$ cat src/rtl/tdm_demux4_if.sv
// Bundle of the TDM word stream and the demultiplexed frame outputs.
// master: the stream source / frame consumer; slave: the demultiplexer.
interface tdm_demux4_if #(
  parameter int WIDTH = 8
);
  logic [WIDTH-1:0] D;
  logic             valid;
  logic             sof;
  logic [WIDTH-1:0] Y0;
  logic [WIDTH-1:0] Y1;
  logic [WIDTH-1:0] Y2;
  logic [WIDTH-1:0] Y3;
  logic [1:0]       S;
  logic             locked;
  logic             frame_valid;
  logic             sync_err;

  modport master (
    output D, valid, sof,
    input  Y0, Y1, Y2, Y3, S, locked, frame_valid, sync_err
  );

  modport slave (
    input  D, valid, sof,
    output Y0, Y1, Y2, Y3, S, locked, frame_valid, sync_err
  );
endinterface

$ cat src/rtl/tdm_demux4.sv
// Four-channel TDM demultiplexer. Words arrive serially (channel 0 first,
// marked by sof); channels 0..2 are staged in a shadow buffer and all four
// outputs update together on the edge that accepts the channel-3 word, so a
// partial or aborted frame never becomes visible on Y0..Y3.
module tdm_demux4 #(
  parameter int WIDTH = 8
) (
  input logic          clk,
  input logic          rst,
  tdm_demux4_if.slave  bus
);

  typedef enum logic {
    HUNT   = 1'b0,
    LOCKED = 1'b1
  } state_t;

  state_t           state_reg, state_next;
  logic [1:0]       s_reg, s_next;
  logic             fv_reg, fv_next;
  logic             err_reg, err_next;

  // Channel 3 is never staged: it goes straight from D into Y3.
  logic [WIDTH-1:0] shadow_reg  [0:2];
  logic [WIDTH-1:0] shadow_next [0:2];
  logic [WIDTH-1:0] y_reg       [0:3];
  logic [WIDTH-1:0] y_next      [0:3];

  logic             shadow_we;
  logic [1:0]       shadow_idx;
  logic             load_y;

  // Next-state, channel counter and error decisions for one accepted word.
  always_comb begin
    state_next = state_reg;
    s_next     = s_reg;
    fv_next    = 1'b0;
    err_next   = err_reg;
    shadow_we  = 1'b0;
    shadow_idx = s_reg;
    load_y     = 1'b0;

    if (bus.valid) begin
      case (state_reg)
        HUNT: begin
          if (bus.sof) begin
            shadow_we  = 1'b1;
            shadow_idx = 2'd0;
            s_next     = 2'd1;
            state_next = LOCKED;
          end
        end
        LOCKED: begin
          if (bus.sof) begin
            // sof mid-frame is an early restart: drop the partial frame.
            if (s_reg != 2'd0) begin
              err_next = 1'b1;
            end
            shadow_we  = 1'b1;
            shadow_idx = 2'd0;
            s_next     = 2'd1;
          end else if (s_reg == 2'd0) begin
            // Channel 0 without sof means alignment is lost.
            err_next   = 1'b1;
            s_next     = 2'd0;
            state_next = HUNT;
          end else if (s_reg == 2'd3) begin
            load_y  = 1'b1;
            fv_next = 1'b1;
            s_next  = 2'd0;
          end else begin
            shadow_we = 1'b1;
            s_next    = s_reg + 2'd1;
          end
        end
        default: begin
          state_next = HUNT;
          s_next     = 2'd0;
        end
      endcase
    end
  end

  generate
    for (genvar gi = 0; gi < 3; gi++) begin : g_shadow
      assign shadow_next[gi] = (shadow_we && (shadow_idx == 2'(gi))) ? bus.D
                                                                      : shadow_reg[gi];
    end
    for (genvar gi = 0; gi < 4; gi++) begin : g_y
      if (gi < 3) begin : g_staged
        assign y_next[gi] = load_y ? shadow_reg[gi] : y_reg[gi];
      end else begin : g_direct
        assign y_next[gi] = load_y ? bus.D : y_reg[gi];
      end
    end
  endgenerate

  // Control state register.
  always_ff @(posedge clk) begin
    if (rst) begin
      state_reg <= HUNT;
      s_reg     <= 2'd0;
      fv_reg    <= 1'b0;
      err_reg   <= 1'b0;
    end else begin
      state_reg <= state_next;
      s_reg     <= s_next;
      fv_reg    <= fv_next;
      err_reg   <= err_next;
    end
  end

  // Shadow buffer and frame output registers.
  always_ff @(posedge clk) begin
    if (rst) begin
      shadow_reg <= '{default: '0};
      y_reg      <= '{default: '0};
    end else begin
      shadow_reg <= shadow_next;
      y_reg      <= y_next;
    end
  end

  assign bus.Y0          = y_reg[0];
  assign bus.Y1          = y_reg[1];
  assign bus.Y2          = y_reg[2];
  assign bus.Y3          = y_reg[3];
  assign bus.S           = s_reg;
  assign bus.locked      = (state_reg == LOCKED);
  assign bus.frame_valid = fv_reg;
  assign bus.sync_err    = err_reg;

endmodule

$ cat src/flat_wrapper.sv
// flat-port wrapper written by rule: the top's interface ports become plain ports
module tdm_demux4_flat 
#(
  parameter int WIDTH = 8
)
  (clk, rst, bus_D, bus_valid, bus_sof, bus_Y0, bus_Y1, bus_Y2, bus_Y3, bus_S, bus_locked, bus_frame_valid, bus_sync_err);
  tdm_demux4_if #(.WIDTH(WIDTH)) bus_i ();
  input logic clk;
  input logic rst;
  input wire logic [$bits(bus_i.D)-1:0] bus_D;
  input wire logic [$bits(bus_i.valid)-1:0] bus_valid;
  input wire logic [$bits(bus_i.sof)-1:0] bus_sof;
  output wire logic [$bits(bus_i.Y0)-1:0] bus_Y0;
  output wire logic [$bits(bus_i.Y1)-1:0] bus_Y1;
  output wire logic [$bits(bus_i.Y2)-1:0] bus_Y2;
  output wire logic [$bits(bus_i.Y3)-1:0] bus_Y3;
  output wire logic [$bits(bus_i.S)-1:0] bus_S;
  output wire logic [$bits(bus_i.locked)-1:0] bus_locked;
  output wire logic [$bits(bus_i.frame_valid)-1:0] bus_frame_valid;
  output wire logic [$bits(bus_i.sync_err)-1:0] bus_sync_err;
  assign bus_i.D = bus_D;
  assign bus_i.valid = bus_valid;
  assign bus_i.sof = bus_sof;
  assign bus_Y0 = bus_i.Y0;
  assign bus_Y1 = bus_i.Y1;
  assign bus_Y2 = bus_i.Y2;
  assign bus_Y3 = bus_i.Y3;
  assign bus_S = bus_i.S;
  assign bus_locked = bus_i.locked;
  assign bus_frame_valid = bus_i.frame_valid;
  assign bus_sync_err = bus_i.sync_err;
  tdm_demux4 #(.WIDTH(WIDTH)) u_core (.clk(clk), .rst(rst), .bus(bus_i));
endmodule
$ cat config.mk
export PLATFORM = sky130hd
export DESIGN_NAME = tdm_demux4_flat
export DESIGN_NICKNAME = d
export VERILOG_FILES = /design/src/rtl/tdm_demux4_if.sv /design/src/rtl/tdm_demux4.sv /design/src/flat_wrapper.sv
export SDC_FILE = /design/constraint.sdc
export NUM_CORES = 1
export LEC_CHECK = 0
export ABC_AREA = 1
export BUFFER_PORTS_ARGS = -buffer_cell sky130_fd_sc_hd__buf_4
export CORE_UTILIZATION = 30
export CTS_CLUSTER_DIAMETER = 30
export CTS_CLUSTER_SIZE = 40
export DETAILED_ROUTE_END_ITERATION = 7
export PLACE_DENSITY_LB_ADDON = 0.08
export SLEW_MARGIN = 20
export SYNTH_ARGS = -nofsm -noshare
export SYNTH_HDL_FRONTEND = slang
export SYNTH_SLANG_ARGS = --single-unit
$ cat constraint.sdc
create_clock -name clk -period 4.8 [get_ports clk]
set_input_delay 1.44 -clock clk [delete_from_list [all_inputs] [get_ports clk]]
set_output_delay 1.44 -clock clk [all_outputs]
set_load 0.02 [all_outputs]
==> flow_metrics.py, run 1 <==
metrics = {
    "pwr": {
        "pwr-share-seq": 0.538,
        "p_clk_frac": 0.388,
        "p_comb_frac": 0.074,
        "p_leak_nw": 1.258,
        "p_switching_uw": 241.4,
        "internal_power_uw": 724.8,
        "p_sw_frac": 0.2498,
        "ir_drop_v": 0.0001217,
        "power.total_uw": 966.1,
        "p_per_area_mw_per_mm2": 327.5,
    },
    "route": {
        "vias_per_cell": 4.426,
        "drtIter0Drc": 93,
        "drc": 0,
        "drt-total-wl_um": 5682,
        "dr.pass1.iters": 4,
        "wl_per_cell_um": 12.22,
        "vias": 2058,
        "final_antenna_net_count": 0,
    },
    "sta": {
        "max_slew.worst_pin.slew_ns": 0.7312,
        "max_clock_freq_mhz": 397.9,
        "fin_ws_ns": 2.287,
        "rsz0062_at_grt": "no",
        "fin_crit_sh": 0.5236,
        "tns_ns": 0,
        "finalHoldViolations": 0,
        "finClkSkew_ns": 0.005542,
        "maxSlewViolCount": 0,
        "setup_viol": 0,
        "fin_crit_ns": 2.513,
        "max_slew_margin": 0.5120,
    },
    "clock_network": {
        "clk_pin_slew_ns": 0.06,
        "tritoncts": "yes",
        "cts-root-buf": "clkbuf_8",
        "clockBufferDepth": 2,
        "cts.htree.levels": 3,
        "clkLatencyLatePin_ns": 0.34,
        "cts_resized": 0,
        "cts_hold_buf": 0,
        "cts.sinks": 61,
        "cts_setup_buffers": 0,
        "numCtsBuffers": 9,
    },
    "floorplanning": {
        "die_w_um": 91.28,
        "dieArea_sq_mm": 0.008331,
        "die_h_um": 91.28,
        "core_area_sq_mm": 0.007727,
        "core.rowCount": 32,
        "io_pins": 49,
        "start_util": 0.3094,
    },
    "global_routing": {
        "grt_pass1_wl_um": 9625,
        "grt_pass1_vias": 1953,
        "grt_start_max_net_pins": 34,
        "grtUsageTotal": 0.1504,
        "gr-total-overflow": 0,
        "antenna_found_initial": 0,
    },
    "setup_path": {
        "arrival_ns": 2.79,
        "startpoint_type": "input pin",
        "setup.worst_path.end_class": "register",
        "critPathKind": "in -> reg",
        "crit_required_ns": 5.07,
        "crit_path_max_fanout": 30,
    },
    "layout": {
        "drive_above_1_share": 0.2039,
        "fin_cells": 465,
        "multi_input_area_sq_mm": 0.001012,
        "layout_commonest_cell": "nor2_1",
        "area_growth_pct": 23.39,
        "largest_reg_flops": 24,
        "mostFrequentLayoutCells": "nor2_1 (109), dfxtp_1 (61), buf_4 (50), nand2_1 (27)",
        "fill_cells": 850,
        "seq_area_sq_mm": 0.001221,
        "nets": 374,
        "diodes": 0,
        "design_area_sq_mm": 0.002950,
    },
    "run": {
        "maxCapViolCount": 0,
    },
    "run_status": {
        "status": "complete, no violations",
    },
    "logic_synthesis": {
        "netlist_area_sq_mm": 0.002391,
        "synth_cell_types": 23,
        "ys_warn_count": 0,
        "syn_inst": 314,
        "ys_ff_latch": 61,
        "avgSynthCellArea_sq_um": 7.615,
        "synthesis.nets": 330,
        "yosysSeqAreaShare": 0.5107,
    },
    "place": {
        "gp_congestion": 0.7604,
        "dp_slack_ns": 1.938,
        "portBuffers": 48,
        "dpl-instance-area_sq_mm": 0.002798,
        "hpwl_um": 3626,
        "dp_cells": 449,
    },
    "worst_hold_path": {
        "hold_path.class": "reg -> reg",
    },
}
## metal layers
layer,up-vias,GRT usage,part of all wire
met5,-,0,0
met4,0,0.07937,0.020
met3,10,0.03518,0.040
met2,42,0.2191,0.42
met1,906,0.2051,0.52
li1,1100,-,-
## cell usage after synthesis
cell type | count | area (sq um)
o21ai_2 | 1 | 8.760
buf_6 | 3 | 33.78
nor2_4 | 3 | 33.78
ha_1 | 4 | 50.05
nor3_1 | 2 | 10.01
clkbuf_1 | 3 | 11.26
inv_2 | 4 | 15.01
clkinv_2 | 1 | 5.000
o21ai_0 | 17 | 85.08
clkbuf_2 | 1 | 5.000
buf_2 | 7 | 35.03
nand3_1 | 10 | 50.05
dfxtp_1 | 61 | 1221
nand4_1 | 17 | 106.4
a21oi_1 | 10 | 50.05
nand2_2 | 2 | 12.51
buf_1 | 3 | 11.26
nand2_1 | 27 | 101.4
inv_1 | 11 | 41.29
a211oi_1 | 1 | 7.510
o21ai_1 | 15 | 75.07
nor2_1 | 109 | 409.1
nor2_2 | 2 | 12.51
## power groups by stage
stage / clock, mW / sequential, mW / combinational (mW)
floorplan: 0 / 0.532 / 0.0458
global placement: 0 / 0.531 / 0.0716
detailed placement: 0 / 0.531 / 0.0719
CTS: 0.385 / 0.520 / 0.0722
global route: 0.410 / 0.521 / 0.0816
finish: 0.375 / 0.520 / 0.0716
## final cells by class
cell class	count	area share
tap	102	0.04326
inverter	16	0.02078
clock buffer	14	0.04835
timing repair buffer	50	0.1272
clock inverter	2	0.003393
multi-input combinational	220	0.3431
sequential	61	0.4139
## cells by family after synthesis
| logic type | synth area share |
|---|---|
| AOI/OAI and AO/OA | 0.09472 |
| buffers and inverters | 0.06593 |
| adders and majority gates | 0.02093 |
| DFF | 0.5107 |
| and+or+nand+nor | 0.3077 |
## metrics by stage
stage,util,hold WS (ns)
6_report,0.3818,0.4792
4_1_cts,0.3818,0.4852
2_1_floorplan,-,0.4496
3_3_place_gp,0.3620,0.4633
5_1_grt,0.3818,0.5014
3_5_place_dp,0.3620,0.4686
## worst max-delay path, stage by stage
cell and delay (ns):
buf_4 0.13, inv_1 0.53, buf_4 0.41, o21ai_0 0.16, nor2_1 0.10
## final timing paths
check	start	to	slack (ns)	depth (start not counted)
worst max register to register	u_core.bus.S[0]	u_core.shadow_reg[20]	2.64	7
worst min register to register	u_core.shadow_reg[0]	u_core.shadow_reg[0]	0.48	2
worst max-delay path	rst	u_core.bus.Y2[7]	2.29	5
worst min-delay path	u_core.shadow_reg[0]	u_core.shadow_reg[0]	0.48	2
Note: power is estimated with default switching activity, not from simulation.
==> inputs of run 2 (changes only) <==
ABC_AREA = 0   (was 1)
clock period = 2.6 ns   (was 4.8 ns; I/O delays follow)
==> flow_metrics.py, run 2 <==
metrics = {
    "pwr": {
        "p_leak_nw": 1.236,
        "ir_drop_v": 0.0002249,
        "p_per_area_mw_per_mm2": 566.4,
    },
    "logic_synthesis": {
        "ys.flop_type": "dfxtp_1",
        "synth_area_leaders": "dfxtp_1 (48%), nand2_1 (11%), a21oi_1 (6.7%), mux2i_1 (6.3%), nand2b_1 (5.9%)",
        "ys_warn_count": 0,
        "netlist_area_sq_mm": 0.002546,
        "ys_ff_latch": 61,
        "syn_inst": 284,
        "async_reset_ff_frac": 0,
        "synth_top_area_frac": 0.4796,
        "synth_top_cell_by_area": "dfxtp_1",
        "avgSynthCellArea_sq_um": 8.965,
        "synthesis.nets": 300,
        "synth_cell_types": 29,
        "yosysSeqAreaShare": 0.4796,
        "synth-edff-count": 0,
        "synth_most_common_cell": "nand2_1",
        "synth_common_cells": "nand2_1 (73), dfxtp_1 (61), a21oi_1 (34)",
    },
    "setup_path": {
        "cp_num_buf_inv": 1,
        "crit_path_max_fanout": 7,
        "r2r-end": "u_core.shadow_reg[3]",
        "startpoint_type": "register",
        "setup.worst_path.end_class": "primary output",
        "rr_worst_depth": 5,
        "path_cells": "buf_4",
        "cp.depth": 1,
        "critPathMaxStageDelay_ns": 0.50,
        "arrival_ns": 1.03,
        "slowest_stage": "dfxtp_1",
        "critPathKind": "reg -> out",
        "crit_required_ns": 1.82,
        "timing.rr.start": "u_core.bus.S[1]",
        "cp_top_family": "flip-flops",
        "reg2reg_slack_ns": 0.84,
    },
    "floorplanning": {
        "core.rowCount": 33,
        "start_util": 0.3099,
        "die_w_um": 94.13,
        "io_pins": 49,
        "core_area_sq_mm": 0.008217,
        "die_h_um": 94.13,
        "dieArea_sq_mm": 0.008860,
    },
    "sta": {
        "setup_viol": 0,
        "finalHoldViolations": 0,
        "max_clock_freq_mhz": 553.6,
        "fin_crit_sh": 0.6948,
        "rsz0062_at_grt": "no",
        "fin_ws_ns": 0.7936,
        "maxSlewViolCount": 0,
        "max_slew_margin": 0.5357,
        "tns_ns": 0,
        "max_slew.worst_pin.slew_ns": 0.6950,
        "finClkSkew_ns": 0.008465,
        "fin_hold_ws_ns": 0.4423,
        "fin_crit_ns": 1.806,
    },
    "clock_network": {
        "cts_hold_buf": 0,
        "cts.sinks": 61,
        "clockBufferDepth": 2,
        "clk_pin_slew_ns": 0.07,
        "cts-root-buf": "clkbuf_8",
        "cts_setup_buffers": 0,
        "clkLatencyLatePin_ns": 0.33,
        "tritoncts": "yes",
        "numCtsBuffers": 9,
        "cts.htree.levels": 3,
        "cts_resized": 0,
    },
    "global_routing": {
        "grt_pass1_wl_um": 10070,
        "grt_pass1_vias": 1940,
        "antenna_found_initial": 0,
        "gr-total-overflow": 0,
        "grt_start_max_net_pins": 41,
        "grtUsageTotal": 0.1496,
    },
    "layout": {
        "mostFrequentLayoutCells": "nand2_1 (73), dfxtp_1 (61), buf_4 (54), a21oi_1 (34), nand2b_1 (24)",
        "multi_input_area_sq_mm": 0.001190,
        "drive_above_1_share": 0.2205,
        "diodes": 0,
        "fill_cells": 873,
        "largest_reg_flops": 24,
        "nets": 343,
        "layout_commonest_cell": "nand2_1",
        "seq_area_sq_mm": 0.001221,
        "area_growth_pct": 22.36,
    },
    "worst_hold_path": {
        "whs_endpoint": "u_core.bus.Y2[4]",
        "hold-path-cell-count": 2,
        "hold_path.class": "reg -> reg",
        "hold_start": "u_core.shadow_reg[4]",
    },
    "route": {
        "drt-total-wl_um": 6196,
        "vias_per_cell": 4.817,
        "dr.pass1.iters": 4,
        "drc": 0,
        "final_antenna_net_count": 0,
        "drtIter0Drc": 116,
        "wl_per_cell_um": 14.21,
        "vias": 2100,
    },
    "place": {
        "gp_congestion": 0.7026,
        "dp_slack_ns": 0.6062,
        "hpwl_um": 4036,
        "portBuffers": 48,
    },
    "run_status": {
        "status": "complete, no violations",
    },
    "run": {
        "maxCapViolCount": 0,
    },
}
## run 2: metal layers
layer | wire (um) | global-route usage | vias up | part of all wire
met5 | 0 | 0 | - | 0
met3 | 225 | 0.03236 | 6 | 0.036
met1 | 3202 | 0.2060 | 987 | 0.52
li1 | - | - | 1061 | -
met4 | 74 | 0.06538 | 0 | 0.012
met2 | 2694 | 0.2226 | 46 | 0.43
## run 2: metrics by stage
| stage | util | cell area (sq um) | total power, mW | cells |
|---|---|---|---|---|
| 2_1_floorplan | - | 2546 | 1.049 | 284 |
| 3_3_place_gp | 0.3601 | 2959 | 1.092 | 421 |
| 3_5_place_dp | 0.3601 | 2959 | 1.092 | 421 |
| 4_1_cts | 0.3792 | 3115 | 1.800 | 436 |
| 5_1_grt | 0.3792 | 3115 | 1.847 | 436 |
| 6_report | 0.3792 | 3115 | 1.765 | 436 |
## run 2: worst max path at each step
stage,start,end,slack (ns)
3_3_place_gp,rst,u_core.shadow_reg[21],0.62
3_5_place_dp,rst,u_core.shadow_reg[21],0.61
5_1_grt,u_core.bus.S[1],u_core.shadow_reg[1],0.72
4_1_cts,u_core.bus.locked,bus_locked,0.78
6_report,u_core.bus.S[1],bus_S[1],0.79
2_1_floorplan,u_core.bus.S[1],u_core.shadow_reg[0],0.90
## run 2: layout make-up
class,count,share of cell area
inverter,3,0.003614
multi-input combinational,198,0.3819
clock inverter,5,0.009237
clock buffer,10,0.04096
tap,105,0.04217
timing repair buffer,54,0.1301
sequential,61,0.3920
## run 2: cell families (layout without fill, tap and decap cells)
group / count (synthesis) / in the layout / synth area share
AND/OR/NAND/NOR: 124 / 124 / 0.2585
buffers and inverters: 25 / 72 / 0.05307
AO/OA/AOI/OAI: 54 / 54 / 0.1263
multiplexers: 16 / 16 / 0.06290
adder cells (fa/ha/maj): 4 / 4 / 0.01966
flip-flops: 61 / 61 / 0.4796
## run 2: worst min-delay path: cells and delay by family, from the launching register on
kind / cells / cell delay, ns
flops: 1 / 0.31
simple gates: 1 / 0.05
compound gates: 1 / 0.05
## run 2: power breakdown
part | internal [mW] | switching, mW | leakage, nW
sequential | 0.947 | 0.0131 | 0.493
combinational | 0.0445 | 0.0658 | 0.657
clock | 0.335 | 0.359 | 0.0856
==> inputs of run 3 (changes only) <==
ABC_AREA = 1   (was 0)
clock period = 1.5 ns   (was 2.6 ns; I/O delays follow)
==> flow_metrics.py, run 3 (same netlist as run 1, synthesis figures left out) <==
metrics = {
    "layout": {
        "largest_reg_flops": 24,
        "nets": 387,
        "drive_above_1_share": 0.2587,
        "fin_cells": 477,
        "mostFrequentLayoutCells": "nor2_1 (104), buf_4 (60), dfxtp_1 (59), nand2_1 (26)",
        "layout_commonest_cell": "nor2_1",
        "area_growth_pct": 31.08,
        "diodes": 0,
        "design_area_sq_mm": 0.003134,
    },
    "global_routing": {
        "antenna_found_initial": 0,
        "grt_start_max_net_pins": 34,
        "grtUsageTotal": 0.1530,
        "grt_pass1_vias": 2016,
        "grt_pass1_wl_um": 9818,
        "gr-total-overflow": 0,
    },
    "route": {
        "dr.pass1.iters": 4,
        "route.met2.wl_um": 2475,
        "drtIter0Drc": 121,
        "dr.max_layer_used": "met4",
        "drt-total-wl_um": 5759,
        "routedLengthMet1_um": 2981,
        "wl_met3_um": 226,
        "wl_per_cell_um": 12.07,
        "drc": 0,
        "final_antenna_net_count": 0,
        "vias": 2103,
        "vias_per_cell": 4.409,
    },
    "setup_path": {
        "crit_path_max_fanout": 6,
        "critPathLaunch": "u_core.bus.S[1]",
        "rr_worst_depth": 7,
        "r2r-end": "u_core.shadow_reg[10]",
        "slowest_stage": "dfxtp_4",
        "critPathKind": "reg -> out",
        "cp_num_buf_inv": 2,
        "critPathMaxStageDelay_ns": 0.34,
        "timing.rr.start": "u_core.bus.S[0]",
        "cp_top_family": "flip-flops",
        "crit_required_ns": 1.05,
        "crit_top_cell": "buf_4",
        "reg2reg_slack_ns": 0.08,
        "path_cells": "buf_4 -> buf_4",
        "startpoint_type": "register",
        "setup.worst_path.end_class": "primary output",
        "arrival_ns": 1.00,
    },
    "sta": {
        "max_slew.worst_pin.slew_ns": 0.4134,
        "finClkSkew_ns": 0.008207,
        "max_slew_margin": 0.7234,
        "rsz0062_at_grt": "yes",
        "tns_ns": 0,
        "fin_crit_sh": 0.9649,
        "max_clock_freq_mhz": 690.9,
        "maxSlewViolCount": 0,
        "setup_viol": 0,
        "finalHoldViolations": 0,
        "fin_crit_ns": 1.447,
    },
    "place": {
        "dpl-instance-area_sq_mm": 0.002923,
        "dp_cells": 461,
        "portBuffers": 48,
        "gp_congestion": 0.7831,
        "hpwl_um": 3926,
    },
    "pwr": {
        "ir_drop_v": 0.0003873,
        "p_leak_nw": 1.350,
        "power.total_mw": 3.160,
        "p_per_area_mw_per_mm2": 1008,
    },
    "floorplanning": {
        "die_w_um": 91.28,
        "dieArea_sq_mm": 0.008331,
        "core.rowCount": 32,
        "core_area_sq_mm": 0.007727,
        "io_pins": 49,
        "die_h_um": 91.28,
        "start_util": 0.3094,
    },
    "clock_network": {
        "clockBufferDepth": 2,
        "cts.sinks": 61,
        "clkLatencyLatePin_ns": 0.33,
        "clk_pin_slew_ns": 0.06,
        "tritoncts": "yes",
        "cts.htree.levels": 3,
        "cts-root-buf": "clkbuf_8",
        "numCtsBuffers": 9,
        "cts_hold_buf": 0,
    },
    "worst_hold_path": {
        "hold_start": "rst",
        "hold-path-cell-count": 2,
        "whs_endpoint": "u_core.bus.S[1]",
        "hold_path.class": "in -> reg",
    },
    "run": {
        "maxCapViolCount": 0,
    },
    "run_status": {
        "status": "complete, no violations",
    },
}
==> run 3: metal layers <==
metal / vias to the layer above / track usage
met1: 934 / 0.2097
met4: 0 / 0.06349
li1: 1125 / -
met3: 7 / 0.04606
met2: 37 / 0.2222
met5: - / 0
==> run 3: repair_timing <==
item,4_1_cts,5_1_grt
endpoints found under the setup margin,0,22
resized for setup,0,7
setup buffers,0,1
==> run 3: power by group <==
group	switching (mW)	total (mW)	internal [mW]
clock network	0.610	1.24	0.632
registers	0.0141	1.66	1.64
logic	0.164	0.262	0.0980
==> run 3: layout make-up <==
type / count / area, sq um
fillers: 852 / 4593
repair buffers: 63 / 510.5
clock buffers: 13 / 148.9
clock inverters: 2 / 10.01
well taps: 102 / 127.6
inverters: 16 / 61.31
multi-input cells: 220 / 1047
flip-flops and latches: 61 / 1229
==> run 3: how the worst max path moves through the flow <==
stage,to,slack [ns],cells after the start
after global placement,u_core.shadow_reg[12],0.07,6
after detailed placement,u_core.shadow_reg[2],0.03,6
after CTS,u_core.shadow_reg[0],0.04,6
final,bus_S[1],0.05,2
after floorplan,u_core.shadow_reg[0],0.005,7
after global routing,u_core.shadow_reg[4],-0.03,6
==> run 3: stage by stage <==
| step | setup slack [ns] | hold WS (ns) | utilization |
|---|---|---|---|
| floorplan | 0.005300 | 0.4496 | - |
| global placement | 0.06934 | 0.4647 | 0.3782 |
| detailed placement | 0.02675 | 0.4683 | 0.3782 |
| CTS | 0.03583 | 0.3175 | 0.3988 |
| global route | -0.02758 | 0.3237 | 0.4056 |
| finish | 0.05258 | 0.3299 | 0.4056 |
